===== src/rtl/seq_sched_pkg.sv =====
// Shared types and defaults for the LED sequencing controller and the board
// tops that reuse its reset synchroniser.
package seq_sched_pkg;

  typedef enum logic [1:0] {
    ST_PAUSE = 2'd0,
    ST_RUN   = 2'd1,
    ST_LOAD  = 2'd2,
    ST_GUARD = 2'd3
  } state_e;

  localparam int RATE_W_DEF     = 3;
  localparam int LOAD_GUARD_DEF = 2;

endpackage


===== src/rtl/seq_sched_if.sv =====
// Request/strobe bundle between the button filters + prescaler (master side)
// and the sequencing controller (slave side).
interface seq_sched_if #(
  parameter int RATE_W = seq_sched_pkg::RATE_W_DEF
) ();

  logic              tick;
  logic              step_req;
  logic              load_req;
  logic              run_req;
  logic [RATE_W-1:0] rate;
  logic              fsm_ce;
  logic              fsm_load;
  logic              running;
  logic              busy;

  modport master (
    output tick, step_req, load_req, run_req, rate,
    input  fsm_ce, fsm_load, running, busy
  );

  modport slave (
    input  tick, step_req, load_req, run_req, rate,
    output fsm_ce, fsm_load, running, busy
  );

endinterface


===== src/rtl/seq_sched_reset_sync.sv =====
// Two-flop reset synchroniser: asserts asynchronously with rst_n low,
// releases on the second rising clk after rst_n returns high.
module reset_sync (
  input  logic clk,
  input  logic rst_n,
  output logic rst_out
);

  logic [1:0] sync_d;
  logic [1:0] sync_q;

  always_comb begin
    sync_d = {sync_q[0], 1'b0};
  end

  // NOTE: sequential state uses non-blocking assignments so every flop samples
  // pre-edge values regardless of statement order.
  always_ff @(posedge clk or negedge rst_n) begin
    if (!rst_n) sync_q <= 2'b11;
    else        sync_q <= sync_d;
  end

  assign rst_out = sync_q[1];

endmodule


===== src/rtl/seq_sched.sv =====
// Sequencing controller: owns the board reset, arbitrates step/load/run
// requests and emits mutually exclusive ce/load strobes for the sequence FSM.
module seq_sched
  import seq_sched_pkg::*;
#(
  parameter int RATE_W     = RATE_W_DEF,
  parameter int LOAD_GUARD = LOAD_GUARD_DEF
) (
  input  logic         clk,
  input  logic         CPU_RESET,
  output logic         rst_out,
  seq_sched_if.slave   bus
);

  localparam int CNT_W   = (2 ** RATE_W) - 1;
  localparam int GUARD_W = (LOAD_GUARD > 1) ? $clog2(LOAD_GUARD) : 1;
  localparam logic [CNT_W:0] ONE = 1;

  state_e             state_d, state_q;
  logic               ret_run_d, ret_run_q;
  logic [CNT_W-1:0]   cnt_d, cnt_q;
  logic [GUARD_W-1:0] guard_d, guard_q;
  logic               fsm_ce_d, fsm_ce_q;
  logic               fsm_load_d, fsm_load_q;
  logic               running_d, running_q;
  logic               busy_d, busy_q;
  logic [CNT_W:0]     thr_w;

  reset_sync u_reset_sync (
    .clk     (clk),
    .rst_n   (CPU_RESET),
    .rst_out (rst_out)
  );

  // Auto-step threshold 2^rate-1; one extra bit holds 2^rate before the subtract.
  assign thr_w = (ONE << bus.rate) - ONE;

  // NOTE: every always_comb output gets a default first, so no path can infer a latch.
  always_comb begin
    state_d   = state_q;
    ret_run_d = ret_run_q;
    cnt_d     = cnt_q;
    guard_d   = guard_q;
    fsm_ce_d  = 1'b0;

    unique case (state_q)
      ST_PAUSE: begin
        if (bus.load_req) begin
          state_d   = ST_LOAD;
          ret_run_d = 1'b0;
        end else if (bus.run_req) begin
          state_d = ST_RUN;
          cnt_d   = '0;
        end else if (bus.step_req) begin
          fsm_ce_d = 1'b1;
        end
      end
      ST_RUN: begin
        if (bus.load_req) begin
          state_d   = ST_LOAD;
          ret_run_d = 1'b1;
        end else if (bus.run_req) begin
          state_d = ST_PAUSE;
        end else if (bus.tick) begin
          // >= rather than == so a rate lowered mid-count fires on the next tick.
          if (cnt_q >= thr_w[CNT_W-1:0]) begin
            fsm_ce_d = 1'b1;
            cnt_d    = '0;
          end else begin
            cnt_d = cnt_q + CNT_W'(1);
          end
        end
      end
      ST_LOAD: begin
        state_d = ST_GUARD;
        guard_d = GUARD_W'(LOAD_GUARD - 1);
      end
      ST_GUARD: begin
        if (guard_q == '0) begin
          state_d = ret_run_q ? ST_RUN : ST_PAUSE;
          cnt_d   = '0;
        end else begin
          guard_d = guard_q - GUARD_W'(1);
        end
      end
      default: state_d = ST_PAUSE;
    endcase

    fsm_load_d = (state_d == ST_LOAD);
    running_d  = (state_d == ST_RUN);
    busy_d     = (state_d == ST_LOAD) || (state_d == ST_GUARD);
  end

  // Internal logic follows rst_out, so a CPU_RESET mid-load aborts at once.
  always_ff @(posedge clk or posedge rst_out) begin
    if (rst_out) begin
      state_q    <= ST_PAUSE;
      ret_run_q  <= 1'b0;
      cnt_q      <= '0;
      guard_q    <= '0;
      fsm_ce_q   <= 1'b0;
      fsm_load_q <= 1'b0;
      running_q  <= 1'b0;
      busy_q     <= 1'b0;
    end else begin
      state_q    <= state_d;
      ret_run_q  <= ret_run_d;
      cnt_q      <= cnt_d;
      guard_q    <= guard_d;
      fsm_ce_q   <= fsm_ce_d;
      fsm_load_q <= fsm_load_d;
      running_q  <= running_d;
      busy_q     <= busy_d;
    end
  end

  assign bus.fsm_ce   = fsm_ce_q;
  assign bus.fsm_load = fsm_load_q;
  assign bus.running  = running_q;
  assign bus.busy     = busy_q;

endmodule


===== src/flat_wrapper.sv =====
// flat-port wrapper written by rule: the top's interface ports become plain ports
module seq_sched_flat import seq_sched_pkg::*;
#(
  parameter int RATE_W     = RATE_W_DEF,
  parameter int LOAD_GUARD = LOAD_GUARD_DEF
)
  (clk, CPU_RESET, rst_out, bus_tick, bus_step_req, bus_load_req, bus_run_req, bus_rate, bus_fsm_ce, bus_fsm_load, bus_running, bus_busy);
  seq_sched_if #(.RATE_W(RATE_W)) bus_i ();
  input  logic clk;
  input  logic CPU_RESET;
  output logic rst_out;
  input wire logic [$bits(bus_i.tick)-1:0] bus_tick;
  input wire logic [$bits(bus_i.step_req)-1:0] bus_step_req;
  input wire logic [$bits(bus_i.load_req)-1:0] bus_load_req;
  input wire logic [$bits(bus_i.run_req)-1:0] bus_run_req;
  input wire logic [$bits(bus_i.rate)-1:0] bus_rate;
  output wire logic [$bits(bus_i.fsm_ce)-1:0] bus_fsm_ce;
  output wire logic [$bits(bus_i.fsm_load)-1:0] bus_fsm_load;
  output wire logic [$bits(bus_i.running)-1:0] bus_running;
  output wire logic [$bits(bus_i.busy)-1:0] bus_busy;
  assign bus_i.tick = bus_tick;
  assign bus_i.step_req = bus_step_req;
  assign bus_i.load_req = bus_load_req;
  assign bus_i.run_req = bus_run_req;
  assign bus_i.rate = bus_rate;
  assign bus_fsm_ce = bus_i.fsm_ce;
  assign bus_fsm_load = bus_i.fsm_load;
  assign bus_running = bus_i.running;
  assign bus_busy = bus_i.busy;
  seq_sched #(.RATE_W(RATE_W), .LOAD_GUARD(LOAD_GUARD)) u_core (.clk(clk), .CPU_RESET(CPU_RESET), .rst_out(rst_out), .bus(bus_i));
endmodule

===== config.mk =====
export PLATFORM = sky130hd
export DESIGN_NAME = seq_sched_flat
export DESIGN_NICKNAME = d
export VERILOG_FILES = /design/src/rtl/seq_sched_pkg.sv /design/src/rtl/seq_sched_if.sv /design/src/rtl/seq_sched_reset_sync.sv /design/src/rtl/seq_sched.sv /design/src/flat_wrapper.sv
export SDC_FILE = /design/constraint.sdc
export NUM_CORES = 1
export LEC_CHECK = 0
export CORE_UTILIZATION = 60
export CTS_BUF_LIST = sky130_fd_sc_hd__clkbuf_2
export DETAILED_ROUTE_END_ITERATION = 12
export GPL_TIMING_DRIVEN = 0
export HOLD_SLACK_MARGIN = 0.12
export PLACE_DENSITY = 0.86
export REMOVE_ABC_BUFFERS = 1
export SETUP_SLACK_MARGIN = 0.4
export SLEW_MARGIN = 20
export SYNTH_ARGS = -nofsm -noshare
export SYNTH_HDL_FRONTEND = slang
export SYNTH_SLANG_ARGS = --single-unit

===== constraint.sdc =====
create_clock -name clk -period 1.8 [get_ports clk]
set_input_delay 0.36 -clock clk [delete_from_list [all_inputs] [get_ports clk]]
set_output_delay 0.36 -clock clk [all_outputs]
set_load 0.01 [all_outputs]

Word level (Yosys, flattened, before mapping):

Index checks and enable logic that the tools add are counted.

* flip-flop bits (word level): 17
* output and inout bits: 5
* logic and storage cells: 63

* $add $sub $neg: 3
* magnitude comparators: 1
* equal/unequal tests: 14
* shifts and indexed selects: 1
* mux-type cells: 28
* reduce and logical (&&, ||, !) cells: 7

Operators by type and width (number)
* $mux W7: 7
* $pmux W7 S3: 1
* $ne A2 B2 Y1 const B: 8
* $mux W1: 11
* $mux W2: 5
* $eq A2 B2 Y1 const B: 4
* $pmux W2 S4: 1
* $add A7 B1 Y7 const B: 1
* $ge A7 B7 Y1: 1
* $reduce_and A7 Y1: 1
* $shl A1 B3 Y7 const A: 1
* $sub A7 B1 Y7 const B: 1
* $pmux W1 S2: 3
* $eq A2 B1 Y1 const B: 2
* $reduce_bool A2 Y1: 2
* $reduce_and A3 Y1: 1
* $reduce_bool A3 Y1: 1
* $logic_not A2 Y1: 1
* $logic_or A1 B1 Y1: 1
* $sub A1 B1 Y1 const B: 1

Longest topological paths before layout:

Gate-level depths: netlist of the first run.

* depth after elaboration: 8
* depth in mapped cells: 12
* depth with buffers taken out: 12

By module:

From an unflattened synthesis of the first run, not the netlist that was laid out.

* cell total of the unflattened synthesis: 89
* area, all modules: 917.1 µm²

Modules (own cells, without submodules)
* seq_sched: times used 1, cells an instance 86, area each 860.8 µm², seq. area each 350.3 µm²
* reset_sync: times used 1, cells an instance 3, area each 56.3 µm², seq. area each 52.6 µm²

Worst setup path before layout of the first run:

OpenSTA, ideal clock, no wires.

* path kind: input -> register
* start: in bus_rate[2]
* end: reg u_core.cnt_q[5]
* arrival time: 2.508 ns
* setup slack: -0.834 ns
* cell stages on the path: 11
* path buffers: 0
* cells stage by stage: or3_1 -> ha_1 -> nor3_1 -> a21oi_1 -> o21a_1 -> ha_1 -> a21oi_1 -> o21ai_0 -> a211o_1 -> nor2_4 -> a221o_1

* longest elaborated chain between the ends: 8

Ends and longest elaborated chain
* start, declared: line flat_wrapper.sv:16 `input wire logic [$bits(bus_i.rate)-1:0] bus_rate;`
* $shl A1 B3 Y7: line seq_sched.sv:36 `assign thr_w = (ONE << bus.rate) - ONE;`
* $sub A7 B1 Y7: line seq_sched.sv:36
* $ge A7 B7 Y1: line seq_sched.sv:66 `if (cnt_q >= thr_w[CNT_W-1:0]) begin`
* $mux W7: line seq_sched.sv:66
* $mux W7: line seq_sched.sv:64 `end else if (bus.tick) begin`
* $mux W7: line seq_sched.sv:62 `end else if (bus.run_req) begin`
* $mux W7: line seq_sched.sv:59 `if (bus.load_req) begin`
* $pmux W7 S3: line seq_sched.sv:46 `unique case (state_q)`
* end signal, assigned: line seq_sched.sv:108 `cnt_q <= cnt_d;`
* end, declared: line seq_sched.sv:21 `logic [CNT_W-1:0] cnt_d, cnt_q;`

No other way between the ends. The select of a mux whose other input is x is not followed.
A chain may end at the register's enable or synchronous reset.

Worst setup path in the final report of the first run:

* start: in bus_rate[0]
* end: reg u_core.cnt_q[5]

The elaborated chain is that of the path after synthesis.

==> results of run 1 <==
[worst reg2reg max path, cell delays in order, from the launching register on]
cell and delay [ps]:
dfrtp_1 470, ha_1 370, nand2_2 120, o21ai_4 210
a211o_1 220, nor2_4 70, a221o_1 310
[layout make-up]
type / count / area (µm²) / share of cell area [%]
sequential: 17 / 429 / 32.5
multi-input combinational: 82 / 662 / 50.2
tap: 16 / 20.0 / 1.52
clock buffer: 4 / 20.0 / 1.52
timing repair buffer: 18 / 173 / 13.1
inverter: 4 / 15.0 / 1.14
[per-layer routing]
metal | part of all wire, % | global-route usage (%)
met1 | 41 | 34.1
met2 | 50 | 48.8
met3 | 4.4 | 4.26
met4 | 4.7 | 9.09
met5 | 0 | 0
[cell usage after synthesis, drive strengths merged, types with 3 or more instances]
| cell type | number |
|---|---|
| a21oi | 7 |
| a22o | 3 |
| and3 | 4 |
| dfrtp | 15 |
| ha | 9 |
| inv | 4 |
| nand2 | 8 |
| nand3 | 4 |
| nor2 | 7 |
| nor2b | 7 |
| o21a | 3 |
| o21ai | 7 |
[kinds of logic after synthesis]
| group | synth area share [%] |
|---|---|
| multiplexers | 2.24 |
| XOR/XNOR | 0.870 |
| buffers and inverters | 1.86 |
| other | 0.372 |
| AO/OA/AOI/OAI | 18.4 |
| flip-flops | 42.5 |
| AND/OR/NAND/NOR | 22.6 |
| adder cells (fa/ha/maj) | 11.2 |
[per-stage QoR]
step                      std cells  hold slack (ps)
after floorplan                 103              212
after global placement          132              321
after detailed placement        132              318
after CTS                       140              338
after global routing            141              373
final                           141              305
[registers in the layout (all words and copies together) (netlist names)]
signal,cells
u_core.cnt_q,7
u_core.guard_q,1
u_core.ret_run_q,1
u_core.bus.running,1
u_core.bus.busy,1
u_core.u_reset_sync.sync_q,2
u_core.bus.fsm_load,1
u_core.state_q,2
u_core.bus.fsm_ce,1
[worst min-delay path by stage]
stage                                                 start                                      end  slack [ps]  cells after the start
floorplan                                         CPU_RESET  u_core.u_reset_sync.sync_q[0]$_DFF_PN1_         210                      0
CTS                 u_core.u_reset_sync.sync_q[1]$_DFF_PN1_              u_core.cnt_q[1]$_DFFE_PP0P_         340                      1
finish              u_core.u_reset_sync.sync_q[1]$_DFF_PN1_              u_core.state_q[0]$_DFF_PP0_         300                      1
global placement    u_core.u_reset_sync.sync_q[1]$_DFF_PN1_              u_core.cnt_q[1]$_DFFE_PP0P_         320                      1
global route                                      CPU_RESET  u_core.u_reset_sync.sync_q[1]$_DFF_PN1_         370                      1
detailed placement  u_core.u_reset_sync.sync_q[1]$_DFF_PN1_              u_core.cnt_q[1]$_DFFE_PP0P_         320                      1
[repair_timing]
item,CTS,global route
endpoints found under the setup margin,13,10
buffers inserted,4,1
pin swaps,12,9
gates resized for setup,41,13
[power groups by stage]
stage                     combinational (mW)  clock (mW)  sequential [mW]
after global routing                   0.599       0.189            0.578
after CTS                              0.509       0.177            0.562
final                                  0.534       0.173            0.566
after floorplan                        0.335           0            0.565
after global placement                 0.474           0            0.567
after detailed placement               0.491           0            0.570
==> flow_summary.yaml, run 1 <==
pwr:
  p_seq_share_pct: 44.5
  p_int_mw: 0.792
  leakagePower_nw: 0.617
  peakVddDrop_mv: 0.899
  report.power.total_mw: 1.27
  pwr-share-comb_pct: 42.0
  p_sw_mw: 0.481
  swShare_pct: 37.8
  powerDensity_nw_per_um2: 965
  clkPwrFrac_pct: 13.6
critical_path:
  r2r_setup_slack_ps: -70
  cp_top_family: "compound AO/OA/AOI/OAI gates"
  r2r_end: "u_core.cnt_q[5]$_DFFE_PP0P_"
  crit_buf_inv: 1
  cp-start-kind: "input pin"
  crit_slowest_cell: "or3_4"
  crit_path_cell_trace: "buf_8, or3_4, ha_4, nor3_2, a21oi_1, ha_1, nand2_2, o21ai_4, a211o_1, nor2_4, a221o_1"
  cp-startpoint: "bus_rate[0]"
  worst_setup_path_end_kind: "flip-flop"
  reg2reg_from: "u_core.cnt_q[6]$_DFFE_PP0P_"
  cp.depth: 11
  arrival_ps: 2580
  crit_required_ps: 2000
  path_class: "input pin to flip-flop"
  r2r_cells: 6
  crit_path_max_incr_delay_ps: 390
  cp-endpoint: "u_core.cnt_q[5]$_DFFE_PP0P_"
  cp_max_fo: 6
routing:
  drtIter0Drc: 15
  dr_total_vias: 867
  drcViolationCount: 0
  drt-pass1-iter-count: 4
  antenna_left: 0
  drt-total-wl_um: 2330
  wl_per_cell_um: 16.5
  viasPerCell: 6.15
synth:
  yosys_warnings: 0
  synth-edff-count: 0
  ys_types: 32
  synthCells: 104
  synth_top_cell_area_share_pct: 37.3
  yosysSeqAreaShare_pct: 42.5
  synth.ff_latch_count: 17
  avgSynthCellArea_um2: 9.68
  synth_area_leaders: "dfrtp_1, ha_1, dfstp_2, nor2b_1, a21oi_1"
  async_reset_ff_share_pct: 100
  synthFlopType: "dfrtp_1"
  synth_top_area_cell: "dfrtp_1"
  synth_area_um2: 1010
cts:
  cts_buffers: 3
  htree_levels: 1
  path_clk_slew_ps: 160
  clk_latency_ps: 290
  cts-root-buf: "clkbuf_2"
  cts_sinks: 17
  cts.path.max_buffers: 2
  hold_buffers: 0
  cts_tree: "done"
finish:
  layout_commonest_cell: "dfrtp_1"
  final_area_um2: 1320
  diodes: 0
  mostFrequentLayoutCells: "dfrtp_1, nor2b_1, ha_1, nand2_1"
  final_layout_size_suffix_gt1_share_pct: 28.8
  areaGrowthSynthToFinish_pct: 30.9
  nets: 144
  fin_util_pct: 85.6
  fillers: 87
sta:
  rsz0062_at_grt: "yes"
  fin_crit_ps: 2380
  setup_viol: 8
  slew_headroom_pct: 63.8
  post-route-period-util_pct: 132
  final.setup.tns_ps: -4080
  worst_pin_slew_ps: 542
  setup_slack_ps: -578
  hold_violations: 0
  timing.final.max_slew_violations: 0
  fin_worst_skew_ps: 6.86
  timing.fmax_mhz: 420
job:
  drv_cap: 0
floorplan:
  start_util_pct: 65.3
  die_h_um: 43.0
  die-area_um2: 1850
  pin_count: 14
  rows: 14
  core_area_um2: 1540
  die_w_um: 43.0
global_route:
  grt_pass1_vias: 883
  grt_usage_pct: 27.5
  grt_first_pass_wirelength_um: 3750
  antenna_found_initial: 0
  grt_max_degree: 16
  grt.overflow.total: 0
outcome:
  status: "finished with violations"
  failed_checks: "negative setup slack"
placed_design:
  gp_congestion: 0.829
  pre_cts_ws_ps: -1690
  post_dp_cell_area_um2: 1150
  hpwl_um: 1430
  portBuffers: 13
hold_path:
  min_path_type: "flip-flop to async pin"
(Power assumes the default switching activity.)
==> run 2, diff against run 1 <==
--- a/config.mk
+++ b/config.mk
@@ -11,6 +11,7 @@
 export GPL_TIMING_DRIVEN = 0
 export HOLD_SLACK_MARGIN = 0.12
 export PLACE_DENSITY = 0.86
+export RECOVER_POWER = 50
 export REMOVE_ABC_BUFFERS = 1
 export SETUP_SLACK_MARGIN = 0.4
 export SLEW_MARGIN = 20
==> run 2 against run 1 <==
  * The run still ends with negative setup slack left
  * Highest routed layer unchanged
  * First-iteration DRC count is the same
  * Sequential share of layout area down 0.064 points
  * Largest power group unchanged
  * Flip-flop and latch count did not move
  * Core utilization is 0.081 points lower
  * Largest cell class unchanged
  * Clock skew barely moved
  * Combinational power about the same
==> flow_summary.yaml, run 2 (synthesis results as in run 1) <==
outcome:
  status: "finished with violations"
  failed_checks: "negative setup slack"
cts:
  htree_levels: 1
  clk_latency_ps: 290
  cts_buffers: 3
  cts.path.max_buffers: 2
  cts_tree: "done"
  cts-root-buf: "clkbuf_2"
  cts_sinks: 17
  path_clk_slew_ps: 160
pwr:
  leakagePower_nw: 0.618
  peakVddDrop_mv: 0.899
  report.power.total_mw: 1.27
  powerDensity_nw_per_um2: 964
critical_path:
  r2r_cells: 6
  cp-endpoint: "u_core.cnt_q[5]$_DFFE_PP0P_"
  cp-start-kind: "input pin"
  cp_max_fo: 6
  path_class: "input pin to flip-flop"
  r2r_end: "u_core.cnt_q[5]$_DFFE_PP0P_"
  crit_slowest_cell: "or3_4"
  cp-startpoint: "bus_rate[0]"
  worst_setup_path_end_kind: "flip-flop"
  crit_path_max_incr_delay_ps: 390
  crit_required_ps: 2000
  r2r_setup_slack_ps: -70
  reg2reg_from: "u_core.cnt_q[6]$_DFFE_PP0P_"
  crit_path_cell_trace: "buf_8, or3_4, ha_4, nor3_2, a21oi_1, ha_1, nand2_2, o21ai_4, a211o_1, nor2_4, a221o_1"
  arrival_ps: 2580
placed_design:
  gp_congestion: 0.829
  portBuffers: 13
  hpwl_um: 1430
  pre_cts_ws_ps: -1690
  dpl.cell_count: 132
  post_dp_cell_area_um2: 1150
job:
  drv_cap: 0
routing:
  antenna_left: 0
  wl_per_cell_um: 16.5
  viasPerCell: 6.15
  drtIter0Drc: 15
  drt-pass1-iter-count: 4
  dr_total_vias: 867
  drt-total-wl_um: 2330
  drcViolationCount: 0
finish:
  diodes: 0
  top_regs: "u_core.cnt_q (7), u_core.state_q (2), u_core.u_reset_sync.sync_q (2)"
  largest_register: "u_core.cnt_q"
  final_layout_size_suffix_gt1_share_pct: 28.0
  final_area_um2: 1320
  areaGrowthSynthToFinish_pct: 30.8
  layout_commonest_cell: "dfrtp_1"
  mostFrequentLayoutCells: "dfrtp_1, nor2b_1, ha_1, nand2_1, nor2_1"
  final_cells: 141
  nets: 144
  largest_register_ff_count: 7
global_route:
  grt.overflow.total: 0
  grt_pass1_vias: 883
  grt_usage_pct: 27.5
  grt_first_pass_wirelength_um: 3750
  grt_max_degree: 16
  antenna_found_initial: 0
hold_path:
  min_path_type: "flip-flop to async pin"
sta:
  post-route-period-util_pct: 132
  fin_crit_ps: 2380
  hold_violations: 0
  setup_viol: 8
  timing.final.max_slew_violations: 0
  slew_headroom_pct: 63.8
  worst_pin_slew_ps: 542
  setup_slack_ps: -578
  timing.fmax_mhz: 420
  fin_worst_skew_ps: 6.86
  final.setup.tns_ps: -4080
  rsz0062_at_grt: "yes"
floorplan:
  core_area_um2: 1540
  die_h_um: 43.0
  start_util_pct: 65.3
  rows: 14
  die_w_um: 43.0
  die-area_um2: 1850
  pin_count: 14
run 2: changes by cell type in the layout (fill, tap and decap cells not counted), sizes merged:
cell	delta
dlygate4sd3	+1
clkdlybuf4s50	-1
run 2: worst max-delay path: cells and delay by family:
| kind | cells | cell delay, ps |
|---|---|---|
| compound gates | 4 | 810 |
| simple gates | 4 | 750 |
| fa+ha+maj | 2 | 550 |
| buf+inv | 1 | 100 |
run 2: worst min path at each step:
stage                                               to  slack [ps]
6_report                   u_core.state_q[0]$_DFF_PP0_         300
5_1_grt        u_core.u_reset_sync.sync_q[1]$_DFF_PN1_         380
4_1_cts                    u_core.cnt_q[1]$_DFFE_PP0P_         340
3_5_place_dp               u_core.cnt_q[1]$_DFFE_PP0P_         320
3_3_place_gp               u_core.cnt_q[1]$_DFFE_PP0P_         320
2_1_floorplan  u_core.u_reset_sync.sync_q[0]$_DFF_PN1_         210
run 2: through the flow:
step           hold slack [ps]  utilization (%)
2_1_floorplan              212                -
3_3_place_gp               321             74.8
3_5_place_dp               318             74.8
4_1_cts                    338             81.9
5_1_grt                    379             85.5
6_report                   305             85.5
run 2: repair_timing:
action,in CTS,in global routing
buffers inserted,4,1
hold buffers,0,0
endpoints found under the setup margin,13,10
resized for setup,41,13
pin swaps,12,9
run 2: cell type report:
| class | instances | area (µm²) |
|---|---|---|
| clock buffers | 4 | 20.0 |
| inverters | 4 | 15.0 |
| flip-flops and latches | 17 | 428 |
| well taps | 16 | 20.0 |
| fillers | 88 | 224 |
| multi-input cells | 82 | 662 |
| repair buffers | 18 | 173 |
run 2: layer usage:
layer / track usage (%) / vias up / wire length (µm)
met4: 9.09 / 0 / 109
met5: 0 / - / 0
met2: 48.8 / 29 / 1170
met1: 34.1 / 408 / 946
met3: 4.26 / 11 / 103
li1: - / 419 / -
run 2: power breakdown:
| group | total [mW] | switching, mW | internal (mW) |
|---|---|---|---|
| logic | 0.533 | 0.280 | 0.253 |
| registers | 0.564 | 0.0868 | 0.477 |
| clock network | 0.173 | 0.114 | 0.0589 |
